[src/rtl/uart_tx_scheduler.sv]
// Round-robin scheduler sharing one UART transmitter among NUM_REQ byte producers.
// Optional SEND watchdog enabled by defining UART_TX_SCHED_TIMEOUT_EN.
module uart_tx_scheduler #(
  parameter int NUM_REQ        = 4,
  parameter int GAP_CYCLES     = 16,
  parameter int TIMEOUT_CYCLES = 100000
) (
  input  logic                       clk,
  input  logic                       Reset_n,
  input  logic [NUM_REQ-1:0]         Req,
  input  logic [8*NUM_REQ-1:0]       Din_bus,
  output logic [NUM_REQ-1:0]         Ack,
  output logic                       Send,
  output logic [7:0]                 Dout,
  input  logic                       Sent,
  output logic                       Busy,
  output logic [$clog2(NUM_REQ)-1:0] Grant_id,
  output logic                       Err,
  output logic [1:0]                 State_dbg
);

  // Handshakes: requester i holds Req[i] and its byte until a one-cycle Ack[i];
  // toward the transmitter, Send rises with Dout frozen, falls after Sent rises,
  // and the byte completes only once Sent has fallen again (four-phase).

  localparam int idW  = $clog2(NUM_REQ);
  localparam int gapW = (GAP_CYCLES > 1) ? $clog2(GAP_CYCLES) : 1;

  typedef enum logic [1:0] {IDLE, SEND, RELEASE, GAP} stateT;

  stateT           state;
  logic [idW-1:0]  ptr;
  logic [gapW-1:0] gapCnt;
  logic [7:0]      din [NUM_REQ];
  logic [idW-1:0]  winner;
  logic [idW-1:0]  cand;
  logic            anyReq;

  for (genvar g = 0; g < NUM_REQ; g++) begin : g_bytes
    assign din[g] = Din_bus[8*g +: 8];
  end

  // First set request above the pointer, wrapping, so the last winner goes last.
  always_comb begin
    anyReq = 1'b0;
    winner = '0;
    cand   = '0;
    for (int k = 1; k <= NUM_REQ; k++) begin
      cand = idW'((int'(ptr) + k) % NUM_REQ);
      if (!anyReq && Req[cand]) begin
        anyReq = 1'b1;
        winner = cand;
      end
    end
  end

`ifdef UART_TX_SCHED_TIMEOUT_EN
  localparam int toW = $clog2(TIMEOUT_CYCLES + 1);
  logic [toW-1:0] toCnt;
  logic           timedOut;
  logic           errReg;
`endif

  always_ff @(posedge clk or negedge Reset_n) begin
    if (!Reset_n) begin
      state    <= IDLE;
      Send     <= 1'b0;
      Dout     <= '0;
      Ack      <= '0;
      Grant_id <= '0;
      ptr      <= idW'(NUM_REQ - 1);
      gapCnt   <= '0;
`ifdef UART_TX_SCHED_TIMEOUT_EN
      toCnt    <= '0;
      timedOut <= 1'b0;
      errReg   <= 1'b0;
`endif
    end else begin
      Ack <= '0;
`ifdef UART_TX_SCHED_TIMEOUT_EN
      errReg <= 1'b0;
`endif
      case (state)
        IDLE: begin
          if (anyReq) begin
            Dout     <= din[winner];
            Grant_id <= winner;
            ptr      <= winner;
            Send     <= 1'b1;
            state    <= SEND;
`ifdef UART_TX_SCHED_TIMEOUT_EN
            toCnt    <= '0;
            timedOut <= 1'b0;
`endif
          end
        end
        SEND: begin
          if (Sent) begin
            Send  <= 1'b0;
            state <= RELEASE;
          end
`ifdef UART_TX_SCHED_TIMEOUT_EN
          else if (toCnt == toW'(TIMEOUT_CYCLES - 1)) begin
            Send     <= 1'b0;
            errReg   <= 1'b1;
            timedOut <= 1'b1;
            state    <= RELEASE;
          end else begin
            toCnt <= toCnt + 1'b1;
          end
`endif
        end
        RELEASE: begin
          if (!Sent) begin
`ifdef UART_TX_SCHED_TIMEOUT_EN
            if (!timedOut) Ack[Grant_id] <= 1'b1;
`else
            Ack[Grant_id] <= 1'b1;
`endif
            if (GAP_CYCLES == 0) begin
              state <= IDLE;
            end else begin
              gapCnt <= gapW'(GAP_CYCLES - 1);
              state  <= GAP;
            end
          end
        end
        GAP: begin
          if (gapCnt == '0) state <= IDLE;
          else gapCnt <= gapCnt - 1'b1;
        end
        default: state <= IDLE;
      endcase
    end
  end

`ifdef UART_TX_SCHED_TIMEOUT_EN
  assign Err = errReg;
`else
  assign Err = 1'b0;
`endif

  assign Busy      = (state != IDLE);
  assign State_dbg = state;

endmodule

[config.mk]
export PLATFORM = sky130hd
export DESIGN_NAME = uart_tx_scheduler
export DESIGN_NICKNAME = d
export VERILOG_FILES = /design/src/rtl/uart_tx_scheduler.sv
export SDC_FILE = /design/constraint.sdc
export NUM_CORES = 1
export LEC_CHECK = 0
export ABC_AREA = 0
export CORE_MARGIN = 2
export CORE_UTILIZATION = 42
export CTS_CLUSTER_DIAMETER = 60
export DETAILED_ROUTE_END_ITERATION = 12
export PLACE_DENSITY = 0.88
export SETUP_SLACK_MARGIN = 0.3
export SYNTH_ARGS = -nofsm -noshare
export SYNTH_HDL_FRONTEND = slang
export SYNTH_SLANG_ARGS = --single-unit
export TNS_END_PERCENT = 5
[constraint.sdc]
create_clock -name clk -period 2.4 [get_ports clk]
set_clock_uncertainty 0.1 [all_clocks]
set_input_delay 0.36 -clock clk [delete_from_list [all_inputs] [get_ports clk]]
set_output_delay 0.36 -clock clk [all_outputs]
set_load 0.05 [all_outputs]
# Word level (Yosys, flattened, before mapping)
# Cells that the tools add are included.
# word_totals
wordCells	78
register_bits	23
in_bits	39
output_inout_bits	19
# classes
n_lt_le_gt_ge	7
bitwise_logic	1
n_mux	34
addsub	5
eq_ne	8
n_reduce_logical	16
# ops
op	count
8-bit binary-select mux with 2-bit select	1
2-bit 2-to-1 mux	8
4-bit 2-to-1 mux	4
8-bit 2-to-1 mux	2
2-bit by 3-bit < comparator with 1-bit output (second input constant)	5
1-bit 2-to-1 mux	11
2-bit inequality test (second input constant)	5
1-bit binary-select mux with 2-bit select	4
2-bit one-hot mux with 4 select lines	1
4-bit one-hot mux with 2 select lines	1
3-bit AND reduction	2
2-bit nonzero test	3
2-bit by 1-bit adder with 2-bit output (second input constant)	2
2-bit adder (second input constant)	2
2-bit == test (second input constant)	2
1-bit logical AND	4
4-bit logical NOT	1
4-bit AND reduction	1
4-bit by 1-bit subtractor with 4-bit output (second input constant)	1
3-bit >= comparator (second input constant)	1
1-bit logical NOT	3
2-bit NOT with 3-bit output	1
1-bit demux with 2-bit select	1
2-bit by 1-bit == test with 1-bit output (second input constant)	1
4 further kinds	4

# Depth between registers and ports, before layout
# depth
depth_word	17
ltp_mapped	7
mapped_depth_nobuf	7

# Least setup slack after synthesis
# Ideal clock, no wire load.
# synth_path
kind	reg-to-reg
startpoint	register state[0], in the netlist State_dbg[0]
endpoint	register Dout[1]
setup_slack_ps	201
setup_time_ps	138
required_time_ps	2162
t_arrival_ps	1960
path_stages_with_launch	7
period_less_slack_ps	2199
path_buffers	0
path_cell_list	dfrtp_1 inv_1 ha_1 inv_1 nor2_1 nand2_1 o221ai_2
# synth_between
elab_chain_len	2
# synth_rtl
element	line	rtl
from (decl)	31	stateT state;
from (signal assigned)	66	state <= IDLE;
from (signal assigned)	90	state <= SEND;
from (signal assigned)	100	state <= RELEASE;
2-bit logical NOT	83	case (state)
2-bit AND reduction (no source line)	--	
to (signal assigned)	86	Dout <= din[winner];
to (decl)	14	output logic [7:0] Dout,
# No other way between the ends.
# A chain may end at the register's enable or synchronous reset.

# Worst setup path after layout
# layout_path
startpoint	register Grant_id[1]
endpoint	output Grant_id[1]
# layout_rtl
element	line	rtl
from (decl)	17	output logic [$clog2(NUM_REQ)-1:0] Grant_id,
from (signal assigned)	87	Grant_id <= winner;
# No word-level cell between the ends.

==> reports/results.env <==
MUXSHAREOFSYNTHAREA_PCT=13.16
ARRIVAL_TIME_WORST_ENDPOINT_NS=1.59
SYNTHXORXNORAREAFRAC_PCT=0
GLOBAL_ROUTE.USAGE.MET3_PCT=1.681
POWER.SEQUENTIAL.FRACTION_PCT=27.8
FIN_SETUP_TNS_NS=0
ROUTE.VIAS.TOTAL=1202
DOMINANT_COMBINATIONAL_CELL_FAMILY_BY_AREA_AFTER_SYNTHESIS='compound AO/OA/AOI/OAI gates'
POST-SYNTH-TOP-AREA-FRACTION_PCT=38.11
SYNTH_CELL_TYPES=36
NETS=235
NUMBER_OF_ANTENNA_VIOLATIONS_AT_THE_FIRST_CHECK_IN_GLOBAL_ROUTING=0
GRT-OVFL-TOTAL=0
DRT-WIRELENGTH-PER-CELL_UM=15.27
HOLD_VIOL_FINAL=0
IRDROPWORSTVDD_mV=0.6793
WORST_SLEW_MARGIN_REL_PCT=64.35
DRV_SLEW=0
INTERNAL-POWER_W=0.001248
DEPTH_OF_THE_CTS_H_TREE=1
GRT-BUSIEST-LAYER='met2'
YS_WARN_COUNT=0
FLOORPLAN.DIE.WIDTH_UM=61.30
CELLPOWERDENSITY_nW_PER_UM2=1235
SETUP_REPAIR_BUFS_AFTER_CTS=0
CRITICAL_PATH_DEPTH=1
GROUTE.LAYER.MET1.USAGE_PCT=24.47
PLACE.GP.CONGESTION=0.7260
MULTIINPUTGATEAREA_UM2=734.5
ROUTED_WL_UM=3557
TRITONCTS='done'
NUM-FILL-CELLS=252
DIEAREA_UM2=3757
DR.FIRST_ITER.DRC_COUNT=33
PERIOD_SHARE_PCT=85.41
CRITICAL_PATH.STARTPOINT_TYPE='register'
GRT_PASS1_VIAS=1265
CTS-ROOT-BUF='sky130_fd_sc_hd__clkbuf_4'
CTS-HOLD-FIX-BUFFERS=0
SYNTH_TOP_AREA_CELL='sky130_fd_sc_hd__dfrtp_1'
P_LEAK_nW=0.8746
REGISTER_AREA_UM2=580.6
CTS_BUFFERS=3
CLKSLEWWORSTSETUPHOLDPATHS_NS=0.13
ROUTED_VIA_DENSITY=5.159
FINAL_CORE_UTIL_PCT=65.49
CLKLATENCYLATEPIN_NS=0.31
FINAL_PERIOD_MINUS_WORST_SETUP_SLACK_NS=2.050
FLOORPLAN.INITIALDENSITY_PCT=44.80
IO_PINS=58
ANTENNA-DIODE-COUNT=0
CTS_NUM_SINKS=23
CPLARGESTDELAYFAMILY='buffers and inverters'
POWER.SWITCHING_FRACTION_PCT=49.85
WORST_HOLD_PATH_TYPE='in2async'
CRIT_PATH_LARGEST_CELL_DELAY_NS=0.83
AREAGROWTHSYNTHTOFINISH_PCT=46.19
ASYNC_RESET_FF_SHARE_PCT=100.0
WORST-R2R-CELL-COUNT=6
ACHIEVABLE-FREQUENCY_GHz=0.4879
SYNTH.AREA.TOP_CELLS='sky130_fd_sc_hd__dfrtp_1 (38%), sky130_fd_sc_hd__mux2i_1 (12%), sky130_fd_sc_hd__o221ai_2 (8.7%)'
CAP_VIOLATIONS=0
WORSTPATHBUFFERINVERTERCOUNT=1
FINALHOLDWORSTSLACK_NS=0.2722
DESIGN.CORE.AREA_UM2=3078
SYN_AREA_PER_CELL_UM2=10.53
CTS-RESIZED-GATES=0
POST-ROUTE-DRC-COUNT=0
SYNTH_COMPOUND_GATE_AREA_SHARE_PCT=16.97
PATH_CLASS='reg2out'
DRT_PRE_ANTENNA_ITERS=4
DPL_CELL_AREA_UM2=1986
STATUS='completed'
GRT_USAGE_PCT=20.81
CRITICAL_PATH.CELL_CHAIN='clkdlybuf4s50_1'
YOSYS_MOST_USED_DFF='sky130_fd_sc_hd__dfrtp_1'
SETUP-VIOLATIONS-FINAL=0
ROW_COUNT=20
POST_SYNTH_AND_OR_NAND_NOR_AREA_FRACTION_PCT=16.88
CP_ENDPOINT_KIND='output port'
YS_FF_LATCH=23
ADDER_CELL_FRACTION_OF_SYNTH_AREA_PCT=5.445
P_SW_W=0.001240
GRT_START_MAX_NET_PINS=24
DIE_Y_UM=61.30
COMBPWRFRAC_PCT=64.9
NETLIST_AREA_UM2=1379
CTS_BUFFER_DEPTH=2
CRIT_PATH_TOP_DELAY_CELL='sky130_fd_sc_hd__clkdlybuf4s50_1'
CLOCK_POWER_SHARE_PCT=7.3
NUMBER_OF_SYNTHESIZED_FLOPS_WITH_AN_ENABLE_PIN=0
POSTSYNTHNETCOUNT=176
POST-LAYOUT-TOTAL-POWER_W=0.002489
SHARE_OF_THE_YOSYS_CHIP_AREA_BELONGING_TO_REGISTERS_PCT=41.92
SYN_INST=131
RSZ0062_AT_GRT='yes'
GRT_FIRST_PASS_WIRELENGTH_UM=5733
WORSTMARGINPINSLEW_NS=0.5331
ANT_NETS=0
LAYOUT-DRIVE-GT1-SHARE_PCT=12.70
FINAL_AREA_UM2=2016
PLACE_HPWL_UM=2927
WORST-PATH-MAX-FANOUT=6
GR-USAGE-MET2_PCT=38.75
CRIT_REQUIRED_NS=1.94
IO_BUFFERS=56
[power groups by stage]
stage               combinational, W  clock (W)  sequential [W]
CTS                          0.00163   0.000184        0.000691
global route                 0.00172   0.000205        0.000716
floorplan                   0.000756          0         0.00107
global placement             0.00156          0        0.000680
detailed placement           0.00162          0        0.000700
finish                       0.00161   0.000182        0.000692
[cells in the mapped netlist, types with 3 or more instances]
master	instances
sky130_fd_sc_hd__mux2i_1	17
sky130_fd_sc_hd__o21ai_1	4
sky130_fd_sc_hd__ha_1	6
sky130_fd_sc_hd__inv_1	6
sky130_fd_sc_hd__nor2_1	10
sky130_fd_sc_hd__a21oi_1	3
sky130_fd_sc_hd__o221ai_2	8
sky130_fd_sc_hd__nand2_1	20
sky130_fd_sc_hd__dfrtp_1	21
sky130_fd_sc_hd__nand2b_1	5
[logic make-up after synthesis]
logic type | count (synthesis)
compound gates | 24
mux | 18
fa+ha+maj | 6
other cells | 1
flops | 23
buf+inv | 11
simple gates | 48
[worst register-to-register path, cell delays in order, from the launching register on]
cell                       delay [ns]
sky130_fd_sc_hd__dfstp_2         0.56
sky130_fd_sc_hd__nand2b_1        0.13
sky130_fd_sc_hd__o21ai_1         0.12
sky130_fd_sc_hd__a211oi_4        0.29
sky130_fd_sc_hd__buf_12          0.21
sky130_fd_sc_hd__mux2i_1         0.31
sky130_fd_sc_hd__o221ai_2        0.12
[worst paths after layout]
kind / from / end / slack [ns]
max: Grant_id[1] / Grant_id[1] / 0.35
min: Reset_n / Ack[1] / 0.27
max reg2reg: ptr[0] / Dout[7] / 0.45
min reg2reg: ptr[0] / ptr[0] / 0.41
max in group asynchronous: Reset_n / ptr[1] / 1.65
min in group clk: ptr[0] / ptr[0] / 0.41
[sequential cells by signal, indices dropped and copies added, names as in the netlist]
signal / cells
Ack: 4
ptr: 2
State_dbg: 2
gapCnt: 4
Dout: 8
Send: 1
Grant_id: 2
[final cells by class]
| class | count | area share (%) |
|---|---|---|
| Sequential cell | 23 | 28.80 |
| Timing Repair Buffer | 59 | 29.55 |
| Clock inverter | 1 | 0.2483 |
| Inverter | 6 | 1.117 |
| Clock buffer | 3 | 1.117 |
| Multi-Input combinational cell | 97 | 36.44 |
| Tap cell | 44 | 2.731 |
[per-stage QoR]
step	setup WS [ns]	std cells
finish	0.3502	233
global route	0.2858	233
global placement	0.2258	229
detailed placement	0.1301	229
floorplan	0.3758	131
CTS	0.3038	233
[layer usage]
metal  up-vias  share of wire, %
met5         -                 0
met4         0               2.2
met3        11               3.1
met2        29                55
met1       582                39
li1        580                 -
[layout by cell type (no fill, tap or decap), types with 2 or more instances in the layout]
cell type and count:
sky130_fd_sc_hd__dfstp_2 2, sky130_fd_sc_hd__nand3_1 2, sky130_fd_sc_hd__nor3b_1 2, sky130_fd_sc_hd__nand2_1 20, sky130_fd_sc_hd__ha_1 6, sky130_fd_sc_hd__buf_4 3
sky130_fd_sc_hd__inv_1 6, sky130_fd_sc_hd__clkdlybuf4s50_1 54, sky130_fd_sc_hd__nand2b_1 5, sky130_fd_sc_hd__clkbuf_4 3, sky130_fd_sc_hd__a21oi_1 3, sky130_fd_sc_hd__nor2_1 10
sky130_fd_sc_hd__o21ai_1 4, sky130_fd_sc_hd__dfrtp_1 19, sky130_fd_sc_hd__dfrtp_2 2, sky130_fd_sc_hd__mux2i_1 17, sky130_fd_sc_hd__nor2b_1 2, sky130_fd_sc_hd__o221ai_2 8
(Power assumes the default switching activity.)
==> RTL change 1, RTL diff (same flow settings) <==
Put one more register stage on the output `State_dbg`. The value now appears one clock later. The other outputs are not delayed to match.
--- a/src/rtl/uart_tx_scheduler.sv
+++ b/src/rtl/uart_tx_scheduler.sv
@@ -141,7 +141,9 @@
 `endif
 
   assign Busy      = (state != IDLE);
-  assign State_dbg = state;
+  always_ff @(posedge clk) begin
+    State_dbg <= state;
+  end
 
 endmodule
 
Check against the original RTL: not equivalent (a bounded check fails within 4 cycles, from zero or initial values and one cycle with Reset_n low).
==> RTL change 1 against the unedited design <==
- global-route usage is 2.9 points lower
- sequential share of layout area is 0.76 points lower
- design area is 9.6% higher
- sequential cell count is 2 higher
- routed wire length is 2.1% lower
- sequential power is 13% higher
- power is 11% higher
- synthesized area is 4.3% higher
- setup slack worse by 0.0032 ns
- die area is 4.0% higher
- first-iteration DRC count is 58% higher
==> RTL change 1: results (changes against the unedited design) <==
[run_status]
status=finished clean

[power_and_ir_drop]
leakage_nw=0.9553  ; +9.2%
vdd_drop_max_uv=582.4  ; -14%

[placed_design]
hpwl_microns=2624  ; -10%
post-place-cells=250  ; +9.2%
place.gp.congestion=0.7741  ; +6.6%

[detailed_routing]
wl_per_cell_microns=13.44  ; -12%
drt_iter0_drc=52  ; +58%

[setup_path]
ff2ff_setup_slack_ns=0.36  ; -0.09 ns
crit-reg2reg-launch=state[1]
timing.rr.end=state[1]

[synthesis]
synthAdderAreaFrac=0.05222  ; -0.002227
ys_top_cells_by_area=dfrtp_1, mux2i_1, nand2_1
synth.cells.most_frequent=nand2_1, dfrtp_1, mux2i_1
synth_nets=190  ; +8.0%
ys_async_sr_fraction=0.9200  ; -0.08000
synthCells=145  ; +11%
synth_seq_area_share=0.4299  ; +0.01070
yosysUniqueCellTypes=38  ; +5.6%

[grt]
track_usage=0.1791  ; -0.02902
grt_pass1_wl_microns=5727  ; -0.10%
grt_pass1_vias=1291  ; +2.1%

[layout]
drive_gt1_frac=0.1878  ; +0.06081
fin_cells=259  ; +11%

[clock_tree]
clk_pin_slew_ns=0.15  ; +0.02 ns

[sta]
max-slew-margin-rel=0.6626  ; +0.01907
fmax_mhz=487.1  ; -0.16%

RTL change 1: stage by stage:
| stage | utilization | total power, mW |
|---|---|---|
| 6_report | 0.6670 | 2.774 |
| 5_1_grt | 0.6670 | 2.961 |
| 3_5_place_dp | 0.6447 | 2.522 |
| 2_1_floorplan | - | 1.982 |
| 4_1_cts | 0.6542 | 2.723 |
| 3_3_place_gp | 0.6447 | 2.475 |
RTL change 1: cells by family (layout without fill, tap and decap cells):
| kind of cell | after synthesis | in the layout |
|---|---|---|
| compound gates | 30 | 30 |
| flops | 25 | 25 |
| buf+inv | 17 | 85 |
| other cells | 1 | 1 |
| fa+ha+maj | 6 | 6 |
| mux | 18 | 18 |
| simple gates | 48 | 48 |
RTL change 1: worst min-delay path by stage:
stage,to,depth (start not counted)
floorplan,Ack[0],0
global placement,State_dbg[0],0
detailed placement,State_dbg[0],0
CTS,gapCnt[0],2
global route,gapCnt[0],2
finish,state[1],2
RTL change 1: what timing repair did:
action,4_1_cts,5_1_grt
hold buffers,0,0
buffers inserted,0,5
cloned,0,0
gates resized for setup,3,3
pin swaps,0,1
setup endpoints to repair,10,11
RTL change 1: power breakdown:
part	switching [mW]	internal, mW	total, mW
sequential	0.159	0.624	0.783
combinational	1.03	0.769	1.80
clock	0.129	0.0635	0.193
RTL change 1: final cells by class:
cell class,instances,share of cell area
Clock inverter,1,0.003399
Clock buffer,3,0.01020
Tap cell,46,0.02606
Multi-Input combinational cell,103,0.3541
Sequential cell,25,0.2805
Timing Repair Buffer,71,0.3071
Inverter,10,0.01870
RTL change 1: per-layer routing:
layer / up-vias / routed length (microns) / track usage
met5: - / 0 / 0
met4: 0 / 50 / 0.05556
met3: 4 / 199 / 0.03784
met2: 39 / 1752 / 0.3145
met1: 634 / 1480 / 0.2194
li1: 649 / - / -
==> RTL change 2, RTL diff (same settings) <==
Made on the original files. Change the parameter `GAP_CYCLES` from 16 to 8.
--- a/src/rtl/uart_tx_scheduler.sv
+++ b/src/rtl/uart_tx_scheduler.sv
@@ -2,7 +2,7 @@
 // Optional SEND watchdog enabled by defining UART_TX_SCHED_TIMEOUT_EN.
 module uart_tx_scheduler #(
   parameter int NUM_REQ        = 4,
-  parameter int GAP_CYCLES     = 16,
+  parameter int GAP_CYCLES     = 8,
   parameter int TIMEOUT_CYCLES = 100000
 ) (
   input  logic                       clk,
Check against the original RTL: no difference found for any inputs over 4 cycles, from zero or initial values and one cycle with Reset_n low; that may be too few to reach the edited logic, so the function may still have changed.
==> RTL change 2 against the unedited design <==
- sequential share of layout area decreased by 0.93 points
- synthesized area decreased by 2.9%
- design area down 1.6%
- largest power group unchanged
- clock power up 12%
- final cell count grew 2.1%
- non-clock buffer count up 1
- power down 2.1%
- routed wire length shrank 7.2%
- sequential cell count fell by 1
- setup slack better by 0.0088 ns
==> RTL change 2: results (changes against the unedited design) <==
[run_status]
status=finished clean

[power_and_ir_drop]
switching_share=0.4909  ; -0.007545

[placed_design]
post_dp_cell_area_sq_mm=0.001946  ; -2.0%
hpwl_microns=2777  ; -5.1%
place.gp.congestion=0.8004  ; +10%

[setup_path]
crit-reg2reg-launch=ptr[1]
critPathCapture=Grant_id[0]
timing.rr.end=Dout[2]
crit_start=Grant_id[0]
ff2ff_setup_slack_ns=0.53  ; +0.08 ns

[layout]
fin_cells=238  ; +2.1%
buffers_excl_clock=60  ; +1.7%
final-nonclk-buf-share=0.3039  ; +0.008440
inverters=10  ; +4
seq-cell-share=0.2787  ; -0.009332
fin_area_sq_mm=0.001984  ; -1.6%
num-fill-cells=257  ; +2.0%
nClkBuffers=4  ; +1
drive_gt1_frac=0.07216  ; -0.05482
largest_registers=Dout: 8 flops, Ack: 4 flops, gapCnt: 3 flops

[synthesis]
synth_nets=181  ; +2.8%
synth_seq_area_share=0.4131  ; -0.006154
yosysUniqueCellTypes=32  ; -11%
synthCells=135  ; +3.1%
synth.cells.most_frequent=nand2_1, dfrtp_1, mux2i_1

[detailed_routing]
drt_iter0_drc=72  ; +120%
met2WireLength_microns=1791  ; -9.0%
vias=1220  ; +1.5%

[grt]
track_usage=0.1847  ; -0.02342
use_met3=0.01066  ; -0.006146
grt_start_max_net_pins=17  ; -29%

[sta]
whs_ns=0.3083  ; +0.03611 ns
worstMarginPinSlew_ns=0.5801  ; +0.04698 ns

[RTL change 2: kinds of logic (layout without fill, tap and decap cells)]
group,Yosys count,count (layout),share of synthesized area
compound gates,31,31,0.1776
fa+ha+maj,7,7,0.06542
buf+inv,15,74,0.06449
flops,22,22,0.4131
mux,18,18,0.1346
other cells,1,1,0.002801
simple gates,41,41,0.1421
[RTL change 2: repair_timing]
item                                   CTS  global route
gates resized for setup                  0             1
setup endpoints to repair                0             2
setup buffers                            0             0
endpoints found under the hold margin    0             0
[RTL change 2: power groups by stage]
stage          clock (mW)  sequential, mW  combinational [mW]
2_1_floorplan           0            1.05               0.716
3_3_place_gp            0           0.667                1.51
3_5_place_dp            0           0.681                1.56
4_1_cts             0.210           0.674                1.57
5_1_grt             0.228           0.699                1.68
6_report            0.204           0.674                1.56
